`src/rtl/divider.sv`:
```
// divider -- multi-cycle 32-bit integer divider for DIV / DIVU.
//
// Radix-2 restoring division, one quotient bit per cycle: an accepted
// request produces its result 33 cycles later (2 cycles for a zero divisor).
// The result stays valid while start is held high.
//
// Ports:
//   clk        in   1   clock, rising edge
//   resetn     in   1   asynchronous active-low reset
//   start      in   1   divide request, held high until ready is seen
//   signed_div in   1   1 = two's complement (DIV), 0 = unsigned (DIVU)
//   annul      in   1   cancel the current operation (exception / flush)
//   opdata1    in  32   dividend
//   opdata2    in  32   divisor
//   result     out 64   {remainder [63:32], quotient [31:0]}, registered
//   ready      out  1   result valid, registered
//   stall      out  1   pipeline stall request, start & ~ready
module divider (
  input  logic        clk,
  input  logic        resetn,
  input  logic        start,
  input  logic        signed_div,
  input  logic        annul,
  input  logic [31:0] opdata1,
  input  logic [31:0] opdata2,
  output logic [63:0] result,
  output logic        ready,
  output logic        stall
);

  typedef enum logic [1:0] {
    S_IDLE    = 2'd0,
    S_DIVZERO = 2'd1,
    S_ON      = 2'd2,
    S_END     = 2'd3
  } state_e;

  state_e      state_q, state_d;
  logic [4:0]  cnt_q, cnt_d;
  logic [64:0] part_q, part_d;   // {partial remainder [64:32], dividend/quotient [31:0]}
  logic [31:0] dvsr_q, dvsr_d;   // divisor magnitude
  logic        qneg_q, qneg_d;   // quotient needs negation
  logic        rneg_q, rneg_d;   // remainder needs negation
  logic [63:0] result_q, result_d;
  logic        ready_q, ready_d;

  logic [65:0] shift_s;
  logic [33:0] trial_s;
  logic [64:0] step_s;

  // Magnitude of a value that is two's complement when sgn is set.
  function automatic logic [31:0] mag32(input logic [31:0] v, input logic sgn);
    if (sgn && v[31]) begin
      return ~v + 32'd1;
    end else begin
      return v;
    end
  endfunction

  // Conditional two's complement negation (zero stays zero).
  function automatic logic [31:0] fix32(input logic [31:0] v, input logic neg);
    if (neg) begin
      return ~v + 32'd1;
    end else begin
      return v;
    end
  endfunction

  // One restoring step: shift in the next dividend bit, subtract the divisor
  // if it fits and record a 1 quotient bit, otherwise keep the shifted value.
  assign shift_s = {part_q, 1'b0};
  assign trial_s = shift_s[65:32] - {2'b00, dvsr_q};
  assign step_s  = trial_s[33] ? shift_s[64:0] : {trial_s[32:0], shift_s[31:1], 1'b1};

  // Next-state and datapath update logic.
  always_comb begin
    state_d  = state_q;
    cnt_d    = cnt_q;
    part_d   = part_q;
    dvsr_d   = dvsr_q;
    qneg_d   = qneg_q;
    rneg_d   = rneg_q;
    result_d = result_q;
    ready_d  = ready_q;
    if (annul) begin
      // Flush wins over everything, including a start in the same cycle.
      state_d  = S_IDLE;
      cnt_d    = 5'd0;
      part_d   = 65'd0;
      dvsr_d   = 32'd0;
      qneg_d   = 1'b0;
      rneg_d   = 1'b0;
      result_d = 64'd0;
      ready_d  = 1'b0;
    end else begin
      case (state_q)
        S_IDLE: begin
          result_d = 64'd0;
          ready_d  = 1'b0;
          if (start) begin
            cnt_d  = 5'd0;
            dvsr_d = mag32(opdata2, signed_div);
            qneg_d = signed_div & (opdata1[31] ^ opdata2[31]);
            rneg_d = signed_div & opdata1[31];
            if (opdata2 == 32'd0) begin
              // Raw dividend is kept so it can be returned as HI.
              state_d = S_DIVZERO;
              part_d  = {33'd0, opdata1};
            end else begin
              state_d = S_ON;
              part_d  = {33'd0, mag32(opdata1, signed_div)};
            end
          end else begin
            state_d = S_IDLE;
          end
        end
        S_DIVZERO: begin
          state_d  = S_END;
          result_d = {part_q[31:0], 32'hFFFF_FFFF};
          ready_d  = 1'b1;
        end
        S_ON: begin
          part_d = step_s;
          cnt_d  = cnt_q + 5'd1;
          if (cnt_q == 5'd31) begin
            state_d  = S_END;
            result_d = {fix32(step_s[63:32], rneg_q), fix32(step_s[31:0], qneg_q)};
            ready_d  = 1'b1;
          end else begin
            state_d = S_ON;
          end
        end
        S_END: begin
          if (start) begin
            state_d = S_END;
            ready_d = 1'b1;
          end else begin
            state_d  = S_IDLE;
            cnt_d    = 5'd0;
            result_d = 64'd0;
            ready_d  = 1'b0;
          end
        end
        default: begin
          state_d  = S_IDLE;
          cnt_d    = 5'd0;
          result_d = 64'd0;
          ready_d  = 1'b0;
        end
      endcase
    end
  end

  // State and datapath registers with asynchronous clear.
  always_ff @(posedge clk or negedge resetn) begin
    if (!resetn) begin
      state_q  <= S_IDLE;
      cnt_q    <= 5'd0;
      part_q   <= 65'd0;
      dvsr_q   <= 32'd0;
      qneg_q   <= 1'b0;
      rneg_q   <= 1'b0;
      result_q <= 64'd0;
      ready_q  <= 1'b0;
    end else begin
      state_q  <= state_d;
      cnt_q    <= cnt_d;
      part_q   <= part_d;
      dvsr_q   <= dvsr_d;
      qneg_q   <= qneg_d;
      rneg_q   <= rneg_d;
      result_q <= result_d;
      ready_q  <= ready_d;
    end
  end

  assign result = result_q;
  assign ready  = ready_q;
  assign stall  = start & ~ready_q;

endmodule
```
`config.mk`:
```
export PLATFORM = sky130hd
export DESIGN_NAME = divider
export DESIGN_NICKNAME = d
export VERILOG_FILES = /design/src/rtl/divider.sv
export SDC_FILE = /design/constraint.sdc
export NUM_CORES = 1
export LEC_CHECK = 0
export ABC_AREA = 1
export CAP_MARGIN = 10
export CORE_UTILIZATION = 23
export DETAILED_ROUTE_END_ITERATION = 16
export GPL_ROUTABILITY_DRIVEN = 0
export SLEW_MARGIN = 10
export SYNTH_ARGS = -nofsm -noshare
export SYNTH_HDL_FRONTEND = slang
export SYNTH_SLANG_ARGS = --single-unit
```
`constraint.sdc`:
```
create_clock -name clk -period 3.6 [get_ports clk]
set_input_delay 0.54 -clock clk [delete_from_list [all_inputs] [get_ports clk]]
set_output_delay 0.54 -clock clk [all_outputs]
set_load 0.005 [all_outputs]
```
==> results of run 1 <==
-- routing by layer --
metal	part of all wire	wire, um
met1	0.43	22300
met2	0.49	25100
met3	0.048	2450
met4	0.029	1470
met5	0	0
-- power by group through the flow --
| stage | clock (mW) | combinational (mW) | sequential, mW |
|---|---|---|---|
| floorplan | 0 | 7.97 | 2.66 |
| CTS | 1.91 | 12.1 | 2.70 |
| detailed placement | 0 | 11.9 | 2.74 |
| finish | 1.89 | 12.9 | 2.72 |
| global placement | 0 | 11.9 | 2.73 |
| global route | 2.00 | 14.3 | 2.78 |
-- cell families (layout without fill, tap and decap cells) --
kind of cell,count (synthesis),count (layout)
AND/OR/NAND/NOR,1064,1064
XOR/XNOR,36,36
flip-flops,171,171
adder cells (fa/ha/maj),43,43
AO/OA/AOI/OAI,431,431
buffers and inverters,326,656
-- stage by stage --
stage / cell area, um^2 / hold WS, ns
final: 18600 / 0.0627
after global routing: 18600 / 0.111
after CTS: 18100 / 0.0966
after detailed placement: 17500 / 0.465
after global placement: 17500 / 0.463
after floorplan: 13900 / 0.244
-- how the worst min path moves through the flow --
| stage | slack, ns | to | depth (start not counted) | from |
|---|---|---|---|---|
| floorplan | 0.24 | cnt_q[0] | 0 | resetn |
| global placement | 0.46 | result[37] | 2 | result[37] |
| detailed placement | 0.47 | result[48] | 2 | result[48] |
| CTS | 0.1 | part_q[45] | 1 | resetn |
| global route | 0.11 | dvsr_q[5] | 1 | resetn |
| finish | 0.06 | dvsr_q[5] | 1 | resetn |
-- registers in the layout, summed over array words and instances (netlist names) --
name / flops
cnt_q: 5
ready: 1
rneg_q: 1
state_q: 2
result: 64
dvsr_q: 32
part_q: 65
qneg_q: 1
-- cell type report --
class / instances / area [um^2] / share of cell area
inverter: 251 / 942 / 0.0507
multi-input combinational: 1574 / 8610 / 0.464
clock buffer: 20 / 447 / 0.0241
tap: 765 / 957 / 0.0515
sequential: 171 / 4280 / 0.230
timing repair buffer: 373 / 3210 / 0.173
clock inverter: 12 / 128 / 0.00687
-- cells in the final DEF, fill, tap and decap left out, types with 6 or more instances in the layout --
master           instances
nand3_2                  7
nor2_4                   6
o22ai_1                 70
nand4_1                 24
inv_2                   39
nand2_1                555
nand2_4                 11
o211ai_1                 8
a22o_1                  11
xor2_1                  22
nor3_1                  59
o21ai_0                169
buf_4                  233
a21oi_2                  6
nor2_2                  16
nand3_4                  6
nor2_1                 196
ha_4                    29
a21oi_1                 91
nand3_1                102
ha_1                    12
nand3b_1                 7
nor4_1                   8
clkdlybuf4s50_1        133
clkbuf_16               17
o21ai_2                  6
o21ai_1                 24
nand2_2                 50
inv_1                  211
a31oi_1                 15
dfrtp_1                171
xnor2_1                 13
-- worst max-delay path, delay by kind of cell (launching register included) --
| family | cells | cell delay (ns) |
|---|---|---|
| fa+ha+maj | 2 | 0.38 |
| flops | 1 | 0.37 |
| compound gates | 4 | 0.51 |
| simple gates | 11 | 1.20 |
| buf+inv | 9 | 1.00 |
-- what timing repair did --
item,in CTS,in global routing
resized for setup,3,102
setup buffers,7,19
endpoints found under the setup margin,6,34
pin swaps,6,43
==> results.md, run 1 <==
CTS:
- For the worst-skew pair, the clock arrives at the later sink with an insertion delay of 0.47 ns.
- Buffers inserted to repair hold after CTS numbered 0.
- TritonCTS built the clock tree.
- The library cell used as clock root buffer is clkbuf_16.
- The number of buffers added by the clock tree synthesis step is 17.
- The clock slew at the register clock pins of the worst setup and hold paths is 0.07 ns.
- For this design, the sink count on the clock tree is 171.
- In this run the deepest clock path goes through 2 buffers.
- The H-tree was split into 4 levels.

Place:
- Port buffering added 134 buffers.
- The post-place setup slack is -0.159 ns.
- The post-placement cell count is 3108.
- The wire-length estimate of the detail-placed layout is 39900 um.

Final layout:
- The count of inserted antenna diode cells is 0.
- Of the cells placed in the final design, the portion with a size suffix greater than 1 is 0.196.
- The number of filler instances in the final layout is 6279.
- Measured on the finished design, the core utilization comes to 0.321.
- At the end of the flow, the number of nets in the layout was 2500.
- The filler-free cell count of the finished design is 3166.
- Compared with the post-synthesis result, the final layout area differs by 37.1%.

Global route:
- The via count of the first global-routing pass is 14297.
- The first global-routing pass estimated 79900 um of wire.
- The number of antenna violations at the first check in global routing was 0.
- The global routing stage identified its most utilized layer as met2.
- The global-route congestion overflow total is 0.
- The global router's overall resource usage is 0.172.
- Entering global routing, the biggest net connects 68 pins.
- For this run, global-route usage on met3 was measured as 0.0206.
- For this run, global-route usage on met1 was measured as 0.220.
- For this run, global-route usage on met2 was measured as 0.294.

Yosys:
- After synthesis, the largest family of logic cells by area is simple AND/OR/NAND/NOR gates.
- Of the total synthesized cell area, the portion taken by full adders, half adders and majority gates is 0.0403.
- Of the post-synthesis cell area, the dominant cell type holds 0.316.
- In the post-synthesis netlist, the biggest area contributors are dfrtp_1 (32%), nand2_1 (16%), inv_1 (6.8%).
- The most common cell in the synthesized netlist is nand2_1.
- The register bit total from synthesis is 171.
- The instance count of the mapped netlist is 2071.
- The fraction of the mapped netlist area in simple logic gates is 0.343.
- The count of flip-flops with a built-in enable after synthesis is 0.
- Of all flip-flops after synthesis, the portion carrying an async set or reset was 1.00.
- The total nets after synthesis is 2183.
- Sorting the synthesized cells by how often they occur yields nand2_1 (578), inv_1 (244), nor2_1 (204).
- The most used flip-flop cell after synthesis is dfrtp_1.
- Counting distinct cell types in the post-synthesis netlist gives 55.
- The average instance in the mapped netlist occupies 6.54 um^2.
- The leading area contributor after synthesis is dfrtp_1.
- Of the synthesized area, sequential elements account for 0.316.
- The share of the synthesized netlist area taken by xor and xnor gates is 0.0233.
- The complex-gate fraction of the synthesized area is 0.181.
- Summing every instance area after synthesis gives 13500 um^2.
- The share of cell area taken by muxes after synthesis is 0.
- Yosys printed 0 warnings.

Floorplan:
- Measured along the y axis, the die boundary spans 245 um.
- The total core area is 57900 um^2.
- The count of boundary I/O pins is 135.
- The area enclosed by the die boundary is 59900 um^2.
- The starting density of the core is 0.234.
- After floorplanning, the core was divided into 88 placement rows.
- The floorplan die width is 245 um.

Setup path:
- The end point of the critical path is result[10].
- The worst setup path is captured at a register.
- The first element of the critical path is dvsr_q[8].
- The setup slack of the worst register-to-register path is 0.01 ns.
- The path type of the worst setup path is reg2reg.
- The largest single stage delay on the critical path is 0.37 ns.
- STA puts the critical path data required time at 3.94 ns.
- Measured in cells, the most critical reg-to-reg path has a length of 26.
- The arrival time at the worst endpoint is 3.93 ns.
- The most common cell type on the critical path is buf_4.
- The critical path launch point type is a register.
- The slowest stage of the critical path belongs to the cell dfrtp_1.
- The beginning of the worst register-to-register path is dvsr_q[8].
- The capture point of the worst reg-to-reg path is result[10].
- Along the worst path, the maximum fanout reaches 3.

Power and ir drop:
- Summed over all cells, the static leakage comes to 9.04 nW.
- Cell internal power was estimated by the tool at 8.31 mW.
- The share of total power dissipated in the clock network is 0.108.
- The worst-case IR drop observed on VDD is 0.000892 V.
- The relative contribution of sequential cells to total power is 0.156.
- The relative contribution of combinational cells to total power is 0.737.
- Of the total power, the share spent switching nets is 0.526.
- For this design the total switching power over the nets is 9.21 mW.
- Dividing total power by cell area gives a power density of 943 nW/um^2.
- The overall power of the completed layout is 17.5 mW.

Min path:
- In this run the worst hold path is classified as in2async.

Detailed routing:
- The routed design has 51300 um of wire.
- The total vias in the final route is 14929.
- For this run, the detailed router's first-pass iteration total came to 5.
- The detailed router finished its first iteration with 1354 violations.
- The remaining number of nets flagged by the antenna check after routing is 0.
- The detailed-route wire length per cell is 16.2 um.
- The remaining routing DRC violations is 0.
- Dividing the detail-routed via count by the number of cells gives 4.72.

STA:
- Setup repair after global routing could not meet its margin everywhere.
- The relative slew slack is 0.452.
- The number of max-slew violations in the final report came to 0.
- The slew of the pin with the lowest slew margin is 0.820 ns.
- The number of hold-slack violations in the final timing report came to 0.
- The routed design could run at a clock period as short as 3.59 ns.
- The clock skew is 0.0215 ns.
- The achievable frequency is 279 MHz.
- After routing, the total negative slack on setup checks comes to 0 ns.
- Of the available clock period, the critical path in the final layout requires 0.997.
- Setup slack closes at 0.00959 ns.
- Setup violations remaining at the end of the flow were counted as 0.

Flow run:
- The tool flagged a number of max-cap violations equal to 0.

Status:
- The run finished with clean final reports.
Power figures use the tool's default switching activity.
==> inputs of run 2 (changes only) <==
ABC_AREA = 0   (was 1)
REMOVE_ABC_BUFFERS = 1   (was unset)
SLEW_MARGIN = 20   (was 10)
==> run 2 against run 1 <==
The flow now finishes with violations (setup timing). Sequential power barely moved. Sequential share of layout area rose by 1.8 points. Clock power barely moved. Global-route usage fell by 1.2 points. Worst hold slack improved by 0.069 ns. Routed wire length fell by 16%. Worst setup slack got worse by 0.50 ns. Critical endpoint is now result[58]. Largest power group unchanged. Highest routed layer unchanged.
==> results.md, run 2 <==
Status:
- The flow ran to the end, but the final reports show violations.
- The checks that failed: setup timing.

Global route:
- The first-pass GRT wire length is 68400 um (-14%).
- The global-route congestion overflow total is 0 (unchanged).
- The pin count of the biggest net entering global routing is 99 (+46%).
- The global router's overall resource usage is 0.160 (-0.0115).
- The number of antenna violations at the first check in global routing is 0 (unchanged).
- The via count of the first global-routing pass is 12261 (-14%).

Detailed routing:
- The length of the first detailed-routing pass in iterations was 5 (unchanged).
- The detailed-route wire length per cell came to 17.2 um (+6.0%).
- The remaining routing DRC violations came to 0 (unchanged).
- The wire length reported by the detailed router is 43300 um (-16%).
- The via density per instance was 4.88 (+3.6%).
- The remaining number of nets flagged by the antenna check after routing was 0 (unchanged).
- The total vias in the final route came to 12324 (-17%).
- The violation count after the first detailed-routing iteration was 930 (-31%).

Flow run:
- The count of max-cap constraint violations is 0 (unchanged).

Yosys:
- The fraction of post-synthesis cell area in the top cell type by area is 0.351 (+0.0347).
- The portion of the post-synthesis area used by sequential elements is 0.351 (+0.0347).
- Yosys instantiated no cell more often than nand2_1.
- The register bit total from synthesis is 171 (unchanged).
- The total of warnings raised by yosys is 0 (unchanged).
- In the synthesized netlist the dominant register cell turns out to be dfrtp_1.
- The synthesized cell area was 12200 um^2 (-9.9%).
- The share of synthesized flip-flops with an asynchronous set or reset came to 1.00 (unchanged).
- The leading area contributor after synthesis is dfrtp_1.
- Ranked by total cell area, the synthesized netlist is headed by dfrtp_1 (35%), o21ai_0 (8.3%), nand2_1 (6.8%).
- The number of unique standard cell types used by synthesis is 82 (+49%).
- The instance count of the mapped netlist is 1513 (-27%).
- The count of flip-flops with a built-in enable after synthesis is 0 (unchanged).
- The mean instance size in the synthesized netlist is 8.07 um^2 (+23%).
- By count the netlist is led by nand2_1 (222), o21ai_0 (202), dfrtp_1 (171).

Final layout:
- The final cell area excluding filler cells is 17200 um^2 (-7.1%).
- Leaving out fill and tap cells, the most frequent cells in the layout are buf_4 (227), nand2_1 (219), o21ai_0 (168).
- The filler-free cell count of the finished design came to 2523 (-20%).
- The core utilization of the finished layout came to 0.329 (+0.00821).
- The share of post-route cells with drive strength above 1 is 0.217 (+0.0207).
- The layout-stage area growth over the synthesis result is 41.3%.
- The count of inserted antenna diode cells is 0 (unchanged).
- The number of filler instances in the final layout is 5316 (-15%).
- The final layout net count is 1934 (-23%).
- More flip-flops sit in one register than any other, and that register is part_q.
- Leaving out fill and tap cells, the most frequent cell in the layout is buf_4.
- The number of flip-flops under the largest register name was 65 (unchanged).

STA:
- The worst-case hold slack is 0.132 ns (+0.0690 ns).
- The time the final worst path needs with I/O delays and setup is 4.09 ns (+0.503 ns).
- The setup-violating endpoint count in the final report is 40 (+40).
- The worst path setup slack after routing is -0.494 ns (-0.503 ns).
- The slew of the pin with the lowest slew margin is 1.02 ns (+0.195 ns).
- The relative slew slack is 0.323 (-0.129).
- The post-route clock period utilization is 1.14 (+0.140).
- The number of max-slew violations in the final report came to 0 (unchanged).
- The clock skew is 0.0110 ns (-0.0106 ns).
- The achievable frequency is 244 MHz (-12%).
- The number of hold-slack violations in the final timing report is 0 (unchanged).
- Setup repair after global routing could not meet its margin everywhere.
- The total negative slack for setup checks was -10.20 ns (-10.20 ns).

CTS:
- The clock slew at the register clock pins of the worst setup and hold paths is 0.08 ns (about the same).
- The hold-fix buffer count after cts was 0 (unchanged).
- The CTS tree is done.
- The number of buffers added by the clock tree synthesis step is 17 (unchanged).
- The number of clock sinks seen by CTS was 171 (unchanged).
- The number of levels the H-tree was split into is 4 (unchanged).
- The insertion delay of the later-clocked pin in the worst-skew pair is 0.45 ns (-0.02 ns).
- The library cell used as clock root buffer is clkbuf_16.
- The clock tree buffer depth is 2 (unchanged).

Setup path:
- The arrival time at the worst endpoint is 4.41 ns (+0.48 ns).
- The worst reg-to-reg path cell count came to 21 (-19%).
- In this run the critical register-to-register path is launched from part_q[41].
- STA classifies the critical path startpoint as a register.
- Tracing the worst setup path back leads to its startpoint at part_q[41].
- The worst setup path is captured at a register.
- By startpoint and endpoint, the worst setup path is classified as reg2reg.
- The setup slack of the worst register-to-register path came to -0.49 ns (-0.50 ns).
- The required time at the worst-slack endpoint was 3.92 ns (-0.02 ns).
- The capture point of the worst reg-to-reg path is result[58].
- The end point of the critical path is result[58].
- The largest fanout on the critical path is 4 (+1).

Power and ir drop:
- The overall power of the completed layout is 8.58 mW (-51%).
- The highest ir drop seen on vdd was 0.000381 V (-57%).
- The power per cell area is 498 nW/um^2 (-47%).
- The static leakage is 7.08 nW (-22%).

Floorplan:
- The count of boundary I/O pins was 135 (unchanged).
- The site row count is 84 (-4.5%).
- The starting density of the core is 0.233 (-0.00116).
- The area enclosed by the die boundary came to 54000 um^2 (-9.8%).
- The total core area is 52400 um^2 (-9.4%).
- The vertical die dimension is 232 um (-5.0%).
- The floorplan die width is 232 um (-5.0%).

Min path:
- The path class of the tightest hold or removal check is in2async.

Place:
- The cell area reported after detailed placement was 15800 um^2 (-9.9%).
- The number of input and output port buffers inserted was 134 (unchanged).
- The post-place setup slack is -0.707 ns (-0.547 ns).
- The HPWL reported at the end of detailed placement is 32500 um (-19%).
- The post-placement cell count was 2465 (-21%).
[run 2: cell types whose count changed after synthesis, sizes merged, moves of 39 or more]
cell	change
xor2	+43
nor3	-39
o22ai	-63
nand3	-98
xnor2	+67
nor2	-117
nand2	-395
inv	-195
a21oi	+41
[run 2: power breakdown]
group	total, mW	switching [mW]	internal (mW)	leakage (nW)
logic	3.98	2.30	1.68	4.47
registers	2.69	0.455	2.23	2.32
clock network	1.92	0.913	1.00	0.291
[run 2: cells by family after synthesis]
group                      share of synthesized area
AOI/OAI and AO/OA                              0.247
and+or+nand+nor                                0.185
DFF                                            0.351
xor gates and xnor gates                       0.105
buffers and inverters                         0.0454
adders and majority gates                     0.0447
muxes                                         0.0222
[run 2: cell type report]
type	count	area, um^2	share of cell area
clock buffers	18	439	0.0255
multi-input cells	1202	8040	0.466
flip-flops and latches	171	4280	0.248
well taps	688	861	0.0499
inverters	55	206	0.0120
repair buffers	375	3260	0.189
clock inverters	14	154	0.00892
[run 2: worst max-delay path: stages, from the launching register on]
cell and delay, ns:
dfrtp_2 0.47, ha_4 0.26, buf_4 0.13, a21oi_1 0.18
o21ai_0 0.17, nand2_1 0.12, nand3_2 0.13, a41oi_4 0.24
xnor2_4 0.16, inv_2 0.09, nand2_1 0.10, o21ai_2 0.08
inv_1 0.08, ha_2 0.19, nand3_2 0.07, or4b_4 0.56
nor4_4 0.14, o2111a_2 0.28, nand3_4 0.11, o21ai_2 0.17
xnor2_1 0.13, o22ai_1 0.09
[run 2: worst min path at each step]
stage	to	slack [ns]	startpoint	depth (start not counted)
5_1_grt	result[1]	0.18	resetn	1
2_1_floorplan	cnt_q[0]	0.24	resetn	0
6_report	result[37]	0.13	resetn	1
3_3_place_gp	cnt_q[3]	0.46	cnt_q[3]	1
4_1_cts	result[1]	0.14	resetn	1
3_5_place_dp	dvsr_q[26]	0.47	dvsr_q[26]	2
[run 2: repair_timing]
action,in CTS,in global routing
setup endpoints to repair,43,58
cloned,0,0
gates resized for setup,66,86
buffers inserted,18,11
pin swaps,49,72
[run 2: metal layers]
metal	routed length (um)	GRT usage	vias up
met5	0	0	-
met4	709	0.0424	0
met3	2360	0.0302	47
met2	20400	0.259	356
met1	19800	0.217	5952
li1	-	-	5969
